$ cat src/rtl/max_pool_2x2.sv
// Streaming 2x2 / stride-2 signed max-pool over a raster-order feature map, half-width line buffer.
// Optional feature macro: MAX_POOL_FRAME_LAST_EN adds out_last on the final window of each frame.
module max_pool_2x2 #(
    parameter int unsigned BITWIDTH   = 8,
    parameter int unsigned IMG_WIDTH  = 24,
    parameter int unsigned IMG_HEIGHT = 24
) (
    input  logic                       clk,
    input  logic                       rst_n,
    input  logic                       in_valid,
    output logic                       in_ready,
    input  logic signed [BITWIDTH-1:0] in_data,
    output logic                       out_valid,
    input  logic                       out_ready,
    output logic signed [BITWIDTH-1:0] out_data
`ifdef MAX_POOL_FRAME_LAST_EN
    ,
    output logic                       out_last
`endif
);

    localparam int unsigned LB_DEPTH = IMG_WIDTH / 2;
    localparam int unsigned COL_W    = (IMG_WIDTH > 1) ? $clog2(IMG_WIDTH) : 1;
    localparam int unsigned ROW_W    = (IMG_HEIGHT > 1) ? $clog2(IMG_HEIGHT) : 1;
    localparam int unsigned LB_W     = (LB_DEPTH > 1) ? $clog2(LB_DEPTH) : 1;

    if ((IMG_WIDTH == 0) || (IMG_WIDTH % 2 != 0)) begin : g_bad_width
        $error("max_pool_2x2: IMG_WIDTH must be even and non-zero");
    end
    if ((IMG_HEIGHT == 0) || (IMG_HEIGHT % 2 != 0)) begin : g_bad_height
        $error("max_pool_2x2: IMG_HEIGHT must be even and non-zero");
    end

    logic [COL_W-1:0]           col_q, col_d;
    logic [ROW_W-1:0]           row_q, row_d;
    logic signed [BITWIDTH-1:0] hold_q, hold_d;
    logic                       out_valid_q, out_valid_d;
    logic signed [BITWIDTH-1:0] out_data_q, out_data_d;
    logic signed [BITWIDTH-1:0] linebuf_q [LB_DEPTH];

    logic                       in_fire_c;
    logic                       col_last_c;
    logic                       row_last_c;
    logic [LB_W-1:0]            lb_idx_c;
    logic signed [BITWIDTH-1:0] lb_rd_c;
    logic signed [BITWIDTH-1:0] h_max_c;
    logic signed [BITWIDTH-1:0] pool_c;
    logic                       lb_we_c;
    logic                       result_c;

    assign in_ready  = !out_valid_q || out_ready;
    assign out_valid = out_valid_q;
    assign out_data  = out_data_q;

    // Window datapath: horizontal pair max, then vertical max against the buffered upper pair.
    always_comb begin
        in_fire_c  = in_valid && in_ready;
        col_last_c = (col_q == COL_W'(IMG_WIDTH - 1));
        row_last_c = (row_q == ROW_W'(IMG_HEIGHT - 1));
        lb_idx_c   = LB_W'(col_q >> 1);
        lb_rd_c    = linebuf_q[lb_idx_c];
        h_max_c    = (hold_q > in_data) ? hold_q : in_data;
        pool_c     = (lb_rd_c > h_max_c) ? lb_rd_c : h_max_c;
        lb_we_c    = in_fire_c && col_q[0] && !row_q[0];
        result_c   = in_fire_c && col_q[0] && row_q[0];
    end

    // Position counters, hold register and output register next-state.
    always_comb begin
        col_d       = col_q;
        row_d       = row_q;
        hold_d      = hold_q;
        out_valid_d = out_valid_q;
        out_data_d  = out_data_q;
        if (in_fire_c) begin
            if (col_last_c) begin
                col_d = '0;
                row_d = row_last_c ? '0 : row_q + ROW_W'(1);
            end else begin
                col_d = col_q + COL_W'(1);
            end
            if (!col_q[0]) begin
                hold_d = in_data;
            end
        end
        if (result_c) begin
            out_valid_d = 1'b1;
            out_data_d  = pool_c;
        end else if (out_valid_q && out_ready) begin
            out_valid_d = 1'b0;
        end
    end

    always_ff @(posedge clk or negedge rst_n) begin
        if (!rst_n) begin
            col_q       <= '0;
            row_q       <= '0;
            hold_q      <= '0;
            out_valid_q <= 1'b0;
            out_data_q  <= '0;
        end else begin
            col_q       <= col_d;
            row_q       <= row_d;
            hold_q      <= hold_d;
            out_valid_q <= out_valid_d;
            out_data_q  <= out_data_d;
        end
    end

    // Line buffer holds upper-row pair maxima; contents need no reset.
    always_ff @(posedge clk) begin
        if (lb_we_c) begin
            linebuf_q[lb_idx_c] <= h_max_c;
        end
    end

`ifdef MAX_POOL_FRAME_LAST_EN
    logic out_last_q, out_last_d;

    always_comb begin
        out_last_d = out_last_q;
        if (result_c) begin
            out_last_d = row_last_c && col_last_c;
        end
    end

    always_ff @(posedge clk or negedge rst_n) begin
        if (!rst_n) begin
            out_last_q <= 1'b0;
        end else begin
            out_last_q <= out_last_d;
        end
    end

    assign out_last = out_last_q;
`endif

endmodule

$ cat config.mk
export PLATFORM = sky130hd
export DESIGN_NAME = max_pool_2x2
export DESIGN_NICKNAME = d
export VERILOG_FILES = /design/src/rtl/max_pool_2x2.sv
export SDC_FILE = /design/constraint.sdc
export NUM_CORES = 1
export LEC_CHECK = 0
export ABC_CLOCK_PERIOD_IN_PS = 3400
export CORE_MARGIN = 2
export CORE_UTILIZATION = 54
export CTS_BUF_LIST = sky130_fd_sc_hd__clkbuf_16
export DETAILED_ROUTE_END_ITERATION = 16
export GPL_TIMING_DRIVEN = 0
export PLACE_DENSITY = 0.8
export SYNTH_ARGS = -nofsm -noshare
export SYNTH_HDL_FRONTEND = slang
export SYNTH_SLANG_ARGS = --single-unit
$ cat constraint.sdc
create_clock -name clk -period 3.4 [get_ports clk]
set_input_delay 0.85 -clock clk [delete_from_list [all_inputs] [get_ports clk]]
set_output_delay 0.85 -clock clk [all_outputs]
set_load 0.1 [all_outputs]
# After elaboration in Yosys (flattened, before gate mapping)
# Memories as Yosys holds them, arrays and structs flattened.
# Cells that the tools add are included.
[totals]
ff_bits = 27
latchBits = 0
mem_bits_rw = 96
romBits = 0
out_inout_bits = 10
word_cells = 32
n_memories = 1
[classes]
n_addsub = 2
multipliers = 0
n_div = 0
magnitude_cmp = 2
n_eq_ne = 2
shifts = 0
muxes = 8
n_bitwise = 1
n_reduce_logical = 11
[mem_list]
columns = ["name", "words", "width", "rd", "rd_clocked_by_memory_dff", "wr", "line", "source"]
rows = [
  ["linebuf_q", 12, 8, 1, 0, 1, "39", "logic signed [BITWIDTH-1:0] linebuf_q [LB_DEPTH];"],
]
[ops]
columns = ["operator", "count"]
rows = [
  ["8-bit greater-than comparator", 2],
  ["8-bit two-way mux", 2],
  ["5-bit by 1-bit adder with 5-bit output, second input constant", 2],
  ["5-bit equality test, second input constant", 2],
  ["5-bit two-way mux", 2],
  ["1-bit logical AND", 5],
  ["1-bit two-way mux", 4],
  ["2-bit AND reduction", 2],
  ["1-bit zero test", 2],
  ["2-bit nonzero test", 1],
  ["1-bit logical OR", 1],
  ["1-bit NOT", 1],
]

# Logic depth before layout (Yosys ltp)
# Gate-level depths: netlist (run 1).
[depth]
word_depth = 7
mapped_depth = 14

# Worst setup path before layout (run 1)
# OpenSTA, ideal clock, no wires.
[synth_path]
kind = "input to register"
start = "input in_data[7]"
end = "register out_data_q[1] (netlist: out_data[1])"
t_arrival_ps = 3515
path_slack_ps = -243
cell_stages = 13
path_buffers = 0
cell_sequence = "inv_1 -> ha_1 -> nand4_1 -> o32ai_1 -> a31oi_1 -> a21oi_4 -> mux2i_1 -> ha_1 -> or4b_1 -> o32ai_4 -> nor2_1 -> a22oi_1 -> o21ai_1"
[synth_via]
elab_chain_len = 4
[synth_lines]
columns = ["element", "line", "source"]
rows = [
  ["start, declared", "12", "input logic signed [BITWIDTH-1:0] in_data,"],
  ["8-bit greater-than comparator", "62", "h_max_c = (hold_q > in_data) ? hold_q : in_data;"],
  ["8-bit two-way mux *", "62", ""],
  ["8-bit greater-than comparator", "63", "pool_c = (lb_rd_c > h_max_c) ? lb_rd_c : h_max_c;"],
  ["8-bit two-way mux *", "63", ""],
  ["end signal, assigned", "106", "out_data_q <= out_data_d;"],
  ["end, declared", "38", "logic signed [BITWIDTH-1:0] out_data_q, out_data_d;"],
]
# Every way passes the cells marked *; elsewhere a longest branch is shown, timed or not.
# A chain may end at the register's enable or synchronous reset.

# Worst setup path in the final report (run 1)
[layout_path]
start = "input in_data[6]"
end = "register out_data_q[7] (netlist: out_data[7])"
# Same word-level chain as after synthesis.

==> metrics.txt, run 1 <==
# TYPE chip_impl_metric gauge
chip_impl_info{name="timing.rr.start",value="hold_q[6]"} 1
chip_impl_metric{name="via_count",unit=""} 3353
chip_impl_metric{name="design_area",unit="sq um"} 6740
chip_impl_metric{name="antenna_cells_inserted",unit=""} 0
chip_impl_metric{name="grt_pass1_wl",unit="mm"} 18.4
chip_impl_metric{name="cap_viol_max_count",unit=""} 0
chip_impl_metric{name="power_density",unit="nW/um^2"} 1060
chip_impl_metric{name="grt_antenna_before_repair",unit=""} 0
chip_impl_metric{name="cts.reportedPaths.clkPinSlew",unit="ns"} 0.05
chip_impl_metric{name="num_clock_sinks",unit=""} 123
chip_impl_metric{name="final.min_clock_period",unit="ns"} 3.63
chip_impl_metric{name="reg2regPathDepth",unit=""} 13
chip_impl_metric{name="synthesis.area",unit="sq um"} 5390
chip_impl_metric{name="setup_viol_count_final",unit=""} 8
chip_impl_info{name="worst_path_class_setup",value="input pin to register"} 1
chip_impl_metric{name="worst_slew_margin_rel",unit=""} 0.179
chip_impl_metric{name="floorplan.die.height",unit="microns"} 104
chip_impl_metric{name="cts_hold_repair.buffers",unit=""} 0
chip_impl_metric{name="cts-buffers-inserted",unit=""} 17
chip_impl_metric{name="post-route-drc-count",unit=""} 0
chip_impl_info{name="layout_commonest_cell",value="edfxtp_1"} 1
chip_impl_info{name="critPathLaunch",value="in_data[6]"} 1
chip_impl_metric{name="boundaryPins",unit=""} 22
chip_impl_metric{name="groute.layer.met2.usage",unit=""} 0.374
chip_impl_metric{name="placement.cell_area",unit="sq um"} 5880
chip_impl_metric{name="fp.dieArea",unit="sq um"} 10800
chip_impl_metric{name="gr-total-overflow",unit=""} 0
chip_impl_metric{name="ctsHtreeMaxLevel",unit=""} 4
chip_impl_metric{name="totalNegativeSetupSlack",unit="ns"} -1.31
chip_impl_metric{name="dr.first_iter.drc_count",unit=""} 331
chip_impl_metric{name="synth.yosys.seq_area_share",unit=""} 0.661
chip_impl_metric{name="postRouteAntennaNets",unit=""} 0
chip_impl_metric{name="num-nets-final",unit=""} 423
chip_impl_metric{name="clock-skew-final",unit="ns"} 0.00618
chip_impl_info{name="status",value="finished with violations"} 1
chip_impl_metric{name="die-width",unit="microns"} 104
chip_impl_info{name="violations",value="setup timing"} 1
chip_impl_metric{name="finalCoreUtilization",unit=""} 0.692
chip_impl_metric{name="post_drt_via_cell_ratio",unit=""} 6.23
chip_impl_metric{name="post_synth_inst_count",unit=""} 340
chip_impl_metric{name="layout_worst_path_cycle_share",unit=""} 1.07
chip_impl_metric{name="total_power",unit="uW"} 7150
chip_impl_metric{name="critical_path_arrival",unit="ns"} 3.91
chip_impl_metric{name="cts.path.max_buffers",unit=""} 2
chip_impl_info{name="min-delay-path-class",value="input pin to async pin"} 1
chip_impl_metric{name="wl",unit="mm"} 12.4
chip_impl_info{name="rsz0062_at_grt",value="yes"} 1
chip_impl_metric{name="worstPathMaxFanout",unit=""} 7
chip_impl_info{name="nature_of_the_critical_path_endpoint",value="register"} 1
chip_impl_metric{name="number_of_iterations_in_the_first_detailed_routing_pass",unit=""} 8
chip_impl_metric{name="fillcell_total",unit=""} 602
chip_impl_metric{name="worstPathRequired",unit="ns"} 3.69
chip_impl_info{name="critPathLaunchType",value="input pin"} 1
chip_impl_metric{name="fin_ws",unit="ns"} -0.229
chip_impl_metric{name="clk_latency",unit="ns"} 0.41
chip_impl_metric{name="yosys_warnings",unit=""} 0
chip_impl_metric{name="synthDistinctLibCells",unit=""} 47
chip_impl_metric{name="num_rows",unit=""} 36
chip_impl_metric{name="final-hold-violation-count",unit=""} 0
chip_impl_metric{name="post_synth.cell_area_avg",unit="sq um"} 15.8
chip_impl_metric{name="maximum_number_of_pins_on_one_net_before_global_route_repair",unit=""} 28
chip_impl_metric{name="start_util",unit=""} 0.554
chip_impl_metric{name="tightest_slew",unit="ns"} 1.22
chip_impl_metric{name="met1_usage",unit=""} 0.293
chip_impl_metric{name="gpl.final_weighted_congestion",unit=""} 0.794
chip_impl_info{name="worstReg2RegEnd",value="out_data[7]"} 1
chip_impl_metric{name="synth.net_count",unit=""} 370
chip_impl_metric{name="floorplan.core_area",unit="sq um"} 9730
chip_impl_metric{name="detailed_place_hpwl",unit="mm"} 7.20
chip_impl_metric{name="globalRouteTotalUtil",unit=""} 0.231
chip_impl_metric{name="synth-edff-count",unit=""} 96
chip_impl_metric{name="vdd_drop_max",unit="uV"} 512
chip_impl_metric{name="synthToLayoutAreaGrowth",unit="%"} 25.1
chip_impl_metric{name="synth_seq_cells",unit=""} 123
chip_impl_info{name="clk_root_buffer_cell",value="clkbuf_16"} 1
chip_impl_metric{name="grt.met3_usage",unit=""} 0.0658
chip_impl_metric{name="reg2reg_slack",unit="ns"} -0.18
chip_impl_info{name="cts_tree",value="built"} 1
chip_impl_metric{name="async_flop_share",unit=""} 0.220
chip_impl_info{name="mostFrequentLayoutCells",value="96 x edfxtp_1, 33 x nand2_1, 26 x dfrtp_1"} 1
chip_impl_info{name="synth_ff_type",value="edfxtp_1"} 1
chip_impl_metric{name="portBuffers",unit=""} 21
chip_impl_metric{name="placement.setup.worst_slack",unit="ns"} -1.20
chip_impl_info{name="grt.busiest_layer",value="met2"} 1
chip_impl_metric{name="power.static_leakage",unit="uW"} 0.00245
chip_impl_metric{name="drv_slew",unit=""} 0
chip_impl_metric{name="share_of_final_layout_standard_cells_stronger_than_drive_strength_1",unit=""} 0.321
chip_impl_metric{name="maxClockFrequency",unit="MHz"} 276
chip_impl_metric{name="wl_per_cell",unit="microns"} 23.0
chip_impl_metric{name="vias_in_the_first_global_route",unit=""} 3396
area by class of cell:
type | count | area, sq um | share of cell area
Sequential cell | 123 | 3560 | 0.528
Multi-Input combinational cell | 186 | 1970 | 0.293
Clock buffer | 17 | 425 | 0.0632
Timing Repair Buffer | 34 | 320 | 0.0475
Tap cell | 133 | 166 | 0.0247
Clock inverter | 14 | 116 | 0.0173
Inverter | 19 | 91.3 | 0.0136
Buffer | 12 | 82.6 | 0.0123
worst max-delay path by stage:
stage	end	slack, ns	depth (start not counted)
floorplan	out_data[0]	-0.13	12
global placement	out_data[7]	-1.13	13
detailed placement	out_data[7]	-1.20	13
CTS	out_data[0]	0.01	9
global route	out_data[7]	-0.28	15
finish	out_data[7]	-0.23	15
stage by stage:
step	instances	hold slack, ns
global route	538	0.501
CTS	534	0.507
detailed placement	494	0.510
finish	538	0.454
global placement	494	0.484
floorplan	340	0.473
synth_stat cells, types with 2 or more instances:
cell type	n	area [sq um]
edfxtp_1	96	2880
mux4_2	22	495
nand4_1	4	25.0
a21oi_1	3	15.0
buf_1	2	7.51
a41oi_1	2	17.5
o21ai_1	16	80.1
nand3b_1	2	15.0
ha_1	18	225
mux4_1	2	52.6
a21o_1	2	15.0
clkbuf_1	2	7.51
xnor2_1	2	17.5
mux2_1	4	45.0
buf_6	4	45.0
a22oi_1	14	105
buf_2	3	15.0
a21oi_2	2	17.5
and2b_2	2	17.5
nor3_1	5	25.0
nand2b_1	6	37.5
nand2_1	34	128
nand3_1	5	25.0
dfrtp_1	27	676
inv_1	19	71.3
nor2_1	15	56.3
mux2i_1	7	70.1
flip-flops by register name (all words and copies together) (netlist names):
name / cells
col_q: 5
hold_q: 8
linebuf_q: 96
out_data: 8
out_valid: 1
row_q: 5
per-layer routing:
metal / routed length (microns) / up-vias / share of wire
li1: - / 1432 / -
met1: 4860 / 1704 / 0.39
met2: 6290 / 175 / 0.51
met3: 863 / 42 / 0.070
met4: 380 / 0 / 0.031
met5: 0 / - / 0
cells by family (layout without fill, tap and decap cells):
family | Yosys count | after routing | synth area share
DFF | 123 | 123 | 0.661
and+or+nand+nor | 78 | 78 | 0.0695
AOI/OAI and AO/OA | 51 | 51 | 0.0692
muxes | 36 | 36 | 0.126
xor gates and xnor gates | 3 | 3 | 0.00488
adders and majority gates | 18 | 18 | 0.0418
buffers and inverters | 31 | 96 | 0.0281
critical path, stage by stage:
cell	delay, ns
buf_8	0.09
inv_4	0.04
ha_4	0.26
nand4_1	0.20
o32ai_2	0.30
a31oi_2	0.09
a21oi_4	0.19
buf_6	0.14
mux2i_4	0.25
ha_4	0.16
or4b_4	0.47
o32ai_4	0.42
nor2_4	0.14
a22oi_2	0.20
o21ai_1	0.10
power breakdown:
| part | leakage (uW) | internal [uW] | total [uW] | switching (uW) |
|---|---|---|---|---|
| clock network | 0.000286 | 1050 | 1650 | 603 |
| logic | 0.000950 | 1330 | 3290 | 1960 |
| registers | 0.00121 | 2040 | 2210 | 168 |
repair_timing:
| action | CTS | global route |
|---|---|---|
| resized for setup | 59 | 27 |
| setup endpoints to repair | 21 | 16 |
| pin swaps | 9 | 10 |
| buffers inserted | 9 | 4 |
Note: power is estimated with default switching activity, not from simulation.
==> run 2, diff against run 1 <==
Settings changed: CAP_MARGIN from default to 20.
==> metrics.txt, run 2 (synthesis results as in run 1) <==
# TYPE chip_impl_metric gauge
chip_impl_metric{name="worstPathRequired",unit="ns"} 3.68
chip_impl_info{name="layout_commonest_cell",value="edfxtp_1"} 1
chip_impl_metric{name="grt_antenna_before_repair",unit=""} 0
chip_impl_metric{name="groute.layer.met2.usage",unit=""} 0.367
chip_impl_metric{name="wl_per_cell",unit="microns"} 22.8
chip_impl_metric{name="detailed_place_hpwl",unit="mm"} 7.39
chip_impl_metric{name="globalRouteTotalUtil",unit=""} 0.232
chip_impl_metric{name="power_density",unit="nW/um^2"} 1050
chip_impl_metric{name="cap_viol_max_count",unit=""} 0
chip_impl_metric{name="tightest_slew",unit="ns"} 0.978
chip_impl_metric{name="worstPathMaxFanout",unit=""} 7
chip_impl_metric{name="ctsHtreeMaxLevel",unit=""} 4
chip_impl_info{name="crit_chain",value="buf_12 > inv_12 > ha_4 > nand4_1 > o32ai_2 > a31oi_2 > a21oi_4 > buf_6 > mux2i_4 > ha_4 > or4b_4 > o32ai_4 > nor2_4 > a22oi_2 > o21ai_1"} 1
chip_impl_info{name="rsz0062_at_grt",value="yes"} 1
chip_impl_metric{name="gpl.final_weighted_congestion",unit=""} 0.794
chip_impl_info{name="status",value="finished with violations"} 1
chip_impl_metric{name="met1_usage",unit=""} 0.305
chip_impl_metric{name="start_util",unit=""} 0.554
chip_impl_info{name="timing.critical_path.max_delay_family",value="compound AO/OA/AOI/OAI gates"} 1
chip_impl_metric{name="floorplan.core_area",unit="sq um"} 9730
chip_impl_info{name="cts_tree",value="built"} 1
chip_impl_metric{name="die-width",unit="microns"} 104
chip_impl_metric{name="maxClockFrequency",unit="MHz"} 277
chip_impl_metric{name="gr-total-overflow",unit=""} 0
chip_impl_metric{name="fillcell_total",unit=""} 616
chip_impl_metric{name="floorplan.die.height",unit="microns"} 104
chip_impl_info{name="worst_path_class_setup",value="input pin to register"} 1
chip_impl_metric{name="post-route-drc-count",unit=""} 0
chip_impl_metric{name="clk_latency",unit="ns"} 0.41
chip_impl_metric{name="postRouteAntennaNets",unit=""} 0
chip_impl_info{name="biggest_register",value="linebuf_q"} 1
chip_impl_metric{name="fp.dieArea",unit="sq um"} 10800
chip_impl_metric{name="via_count",unit=""} 3300
chip_impl_metric{name="multi_input_area",unit="sq um"} 1930
chip_impl_metric{name="design_area",unit="sq um"} 6740
chip_impl_metric{name="hold_slack",unit="ns"} 0.523
chip_impl_metric{name="number_of_cells_in_the_finished_layout_apart_from_fillers",unit=""} 541
chip_impl_info{name="mostFrequentLayoutCells",value="96 x edfxtp_1, 33 x nand2_1, 26 x dfrtp_1"} 1
chip_impl_metric{name="grt_pass1_wl",unit="mm"} 18.5
chip_impl_metric{name="number_of_iterations_in_the_first_detailed_routing_pass",unit=""} 5
chip_impl_metric{name="vias_in_the_first_global_route",unit=""} 3428
chip_impl_metric{name="boundaryPins",unit=""} 22
chip_impl_info{name="clk_root_buffer_cell",value="clkbuf_16"} 1
chip_impl_metric{name="share_of_final_layout_standard_cells_stronger_than_drive_strength_1",unit=""} 0.316
chip_impl_metric{name="final.min_clock_period",unit="ns"} 3.61
chip_impl_metric{name="num-nets-final",unit=""} 427
chip_impl_metric{name="worst-path-buf-inv",unit=""} 3
chip_impl_metric{name="cts.reportedPaths.clkPinSlew",unit="ns"} 0.05
chip_impl_metric{name="vdd_drop_max",unit="uV"} 546
chip_impl_metric{name="fin_ws",unit="ns"} -0.211
chip_impl_metric{name="grt.met3_usage",unit=""} 0.0595
chip_impl_metric{name="drv_slew",unit=""} 0
chip_impl_metric{name="maximum_number_of_pins_on_one_net_before_global_route_repair",unit=""} 18
chip_impl_metric{name="critical-path-max-stage-delay",unit="ns"} 0.47
chip_impl_info{name="min-delay-path-class",value="register to register"} 1
chip_impl_metric{name="critical_path_arrival",unit="ns"} 3.89
chip_impl_metric{name="dr.first_iter.drc_count",unit=""} 298
chip_impl_metric{name="power.static_leakage",unit="uW"} 0.00247
chip_impl_metric{name="layout_worst_path_cycle_share",unit=""} 1.06
chip_impl_metric{name="setup_viol_count_final",unit=""} 8
chip_impl_metric{name="seq_area",unit="sq um"} 3560
chip_impl_metric{name="num_rows",unit=""} 36
chip_impl_info{name="nature_of_the_critical_path_endpoint",value="register"} 1
chip_impl_metric{name="placement.setup.worst_slack",unit="ns"} -1.19
chip_impl_metric{name="cts-buffers-inserted",unit=""} 17
chip_impl_metric{name="final-hold-violation-count",unit=""} 0
chip_impl_info{name="critPathLaunchType",value="input pin"} 1
chip_impl_metric{name="post_drt_via_cell_ratio",unit=""} 6.10
chip_impl_metric{name="max_ffs_per_register",unit=""} 96
chip_impl_metric{name="wl",unit="mm"} 12.3
chip_impl_info{name="violations",value="setup timing"} 1
chip_impl_info{name="cpMaxStageDelayCell",value="or4b_4"} 1
chip_impl_metric{name="synthToLayoutAreaGrowth",unit="%"} 25.2
chip_impl_metric{name="clock-skew-final",unit="ns"} 0.0108
chip_impl_metric{name="antenna_cells_inserted",unit=""} 0
chip_impl_metric{name="dp_cells",unit=""} 497
chip_impl_info{name="timing.critical_path.mode_cell",value="ha_4"} 1
chip_impl_metric{name="portBuffers",unit=""} 21
chip_impl_metric{name="placement.cell_area",unit="sq um"} 5920
chip_impl_metric{name="cts.path.max_buffers",unit=""} 2
chip_impl_metric{name="cts_hold_repair.buffers",unit=""} 0
chip_impl_info{name="grt.busiest_layer",value="met2"} 1
chip_impl_metric{name="num_clock_sinks",unit=""} 123
chip_impl_metric{name="worst_slew_margin_rel",unit=""} 0.346
run 2: changes by cell type in the layout (fill, tap and decap cells not counted), sizes merged:
cell           change
clkbuf             -1
buf                +4
clkdlybuf4s50      +1
inv                -1
run 2: metal layers:
metal,vias to the layer above,part of all wire
met3,38,0.065
met1,1674,0.41
met4,0,0.041
met5,-,0
li1,1444,-
met2,144,0.49
run 2: final cells by class:
class | count | area share
multi-input combinational | 186 | 0.286
clock buffer | 17 | 0.0631
buffer | 12 | 0.0122
timing repair buffer | 38 | 0.0555
clock inverter | 13 | 0.0169
sequential | 123 | 0.528
inverter | 19 | 0.0139
tap | 133 | 0.0247
run 2: final timing paths:
kind | to | cells after the start | slack (ns) | from
hold / removal | out_data[4] | 2 | 0.52 | out_data[4]
hold reg to reg | out_data[4] | 2 | 0.52 | out_data[4]
max in group asynchronous | col_q[2] | 2 | 2.04 | rst_n
setup / recovery | out_data[7] | 15 | -0.21 | in_data[7]
min in group asynchronous | hold_q[5] | 1 | 0.83 | rst_n
setup reg to reg | out_data[7] | 13 | -0.16 | hold_q[6]
run 2: worst reg2reg max path: stages, from the launching register on:
cell	delay, ns
dfrtp_1	0.46
ha_4	0.31
nand4_1	0.18
o32ai_2	0.33
a31oi_2	0.09
a21oi_4	0.17
buf_6	0.14
mux2i_4	0.29
ha_4	0.17
or4b_4	0.47
o32ai_4	0.40
nor2_4	0.13
a22oi_2	0.19
o21ai_1	0.11
run 2: power by group:
group          internal, uW  total (uW)  switching [uW]
clock                  1050        1650             605
sequential             2040        2210             165
combinational          1300        3210            1910
total                  4390        7070            2680
run 2: what timing repair did:
item / in CTS / in global routing
resized for setup: 65 / 12
buffers inserted: 8 / 4
pin swaps: 8 / 10
gates cloned: 0 / 0
hold endpoints to repair: 0 / 0
endpoints found under the setup margin: 9 / 8
run 2: through the flow:
step	util	total power [uW]	TNS, ns
CTS	0.685	6870	0
finish	0.693	7070	-1.30
detailed placement	0.609	4850	-36.78
global placement	0.605	4730	-29.61
floorplan	-	4150	-0.919
global route	0.693	7340	-2.00
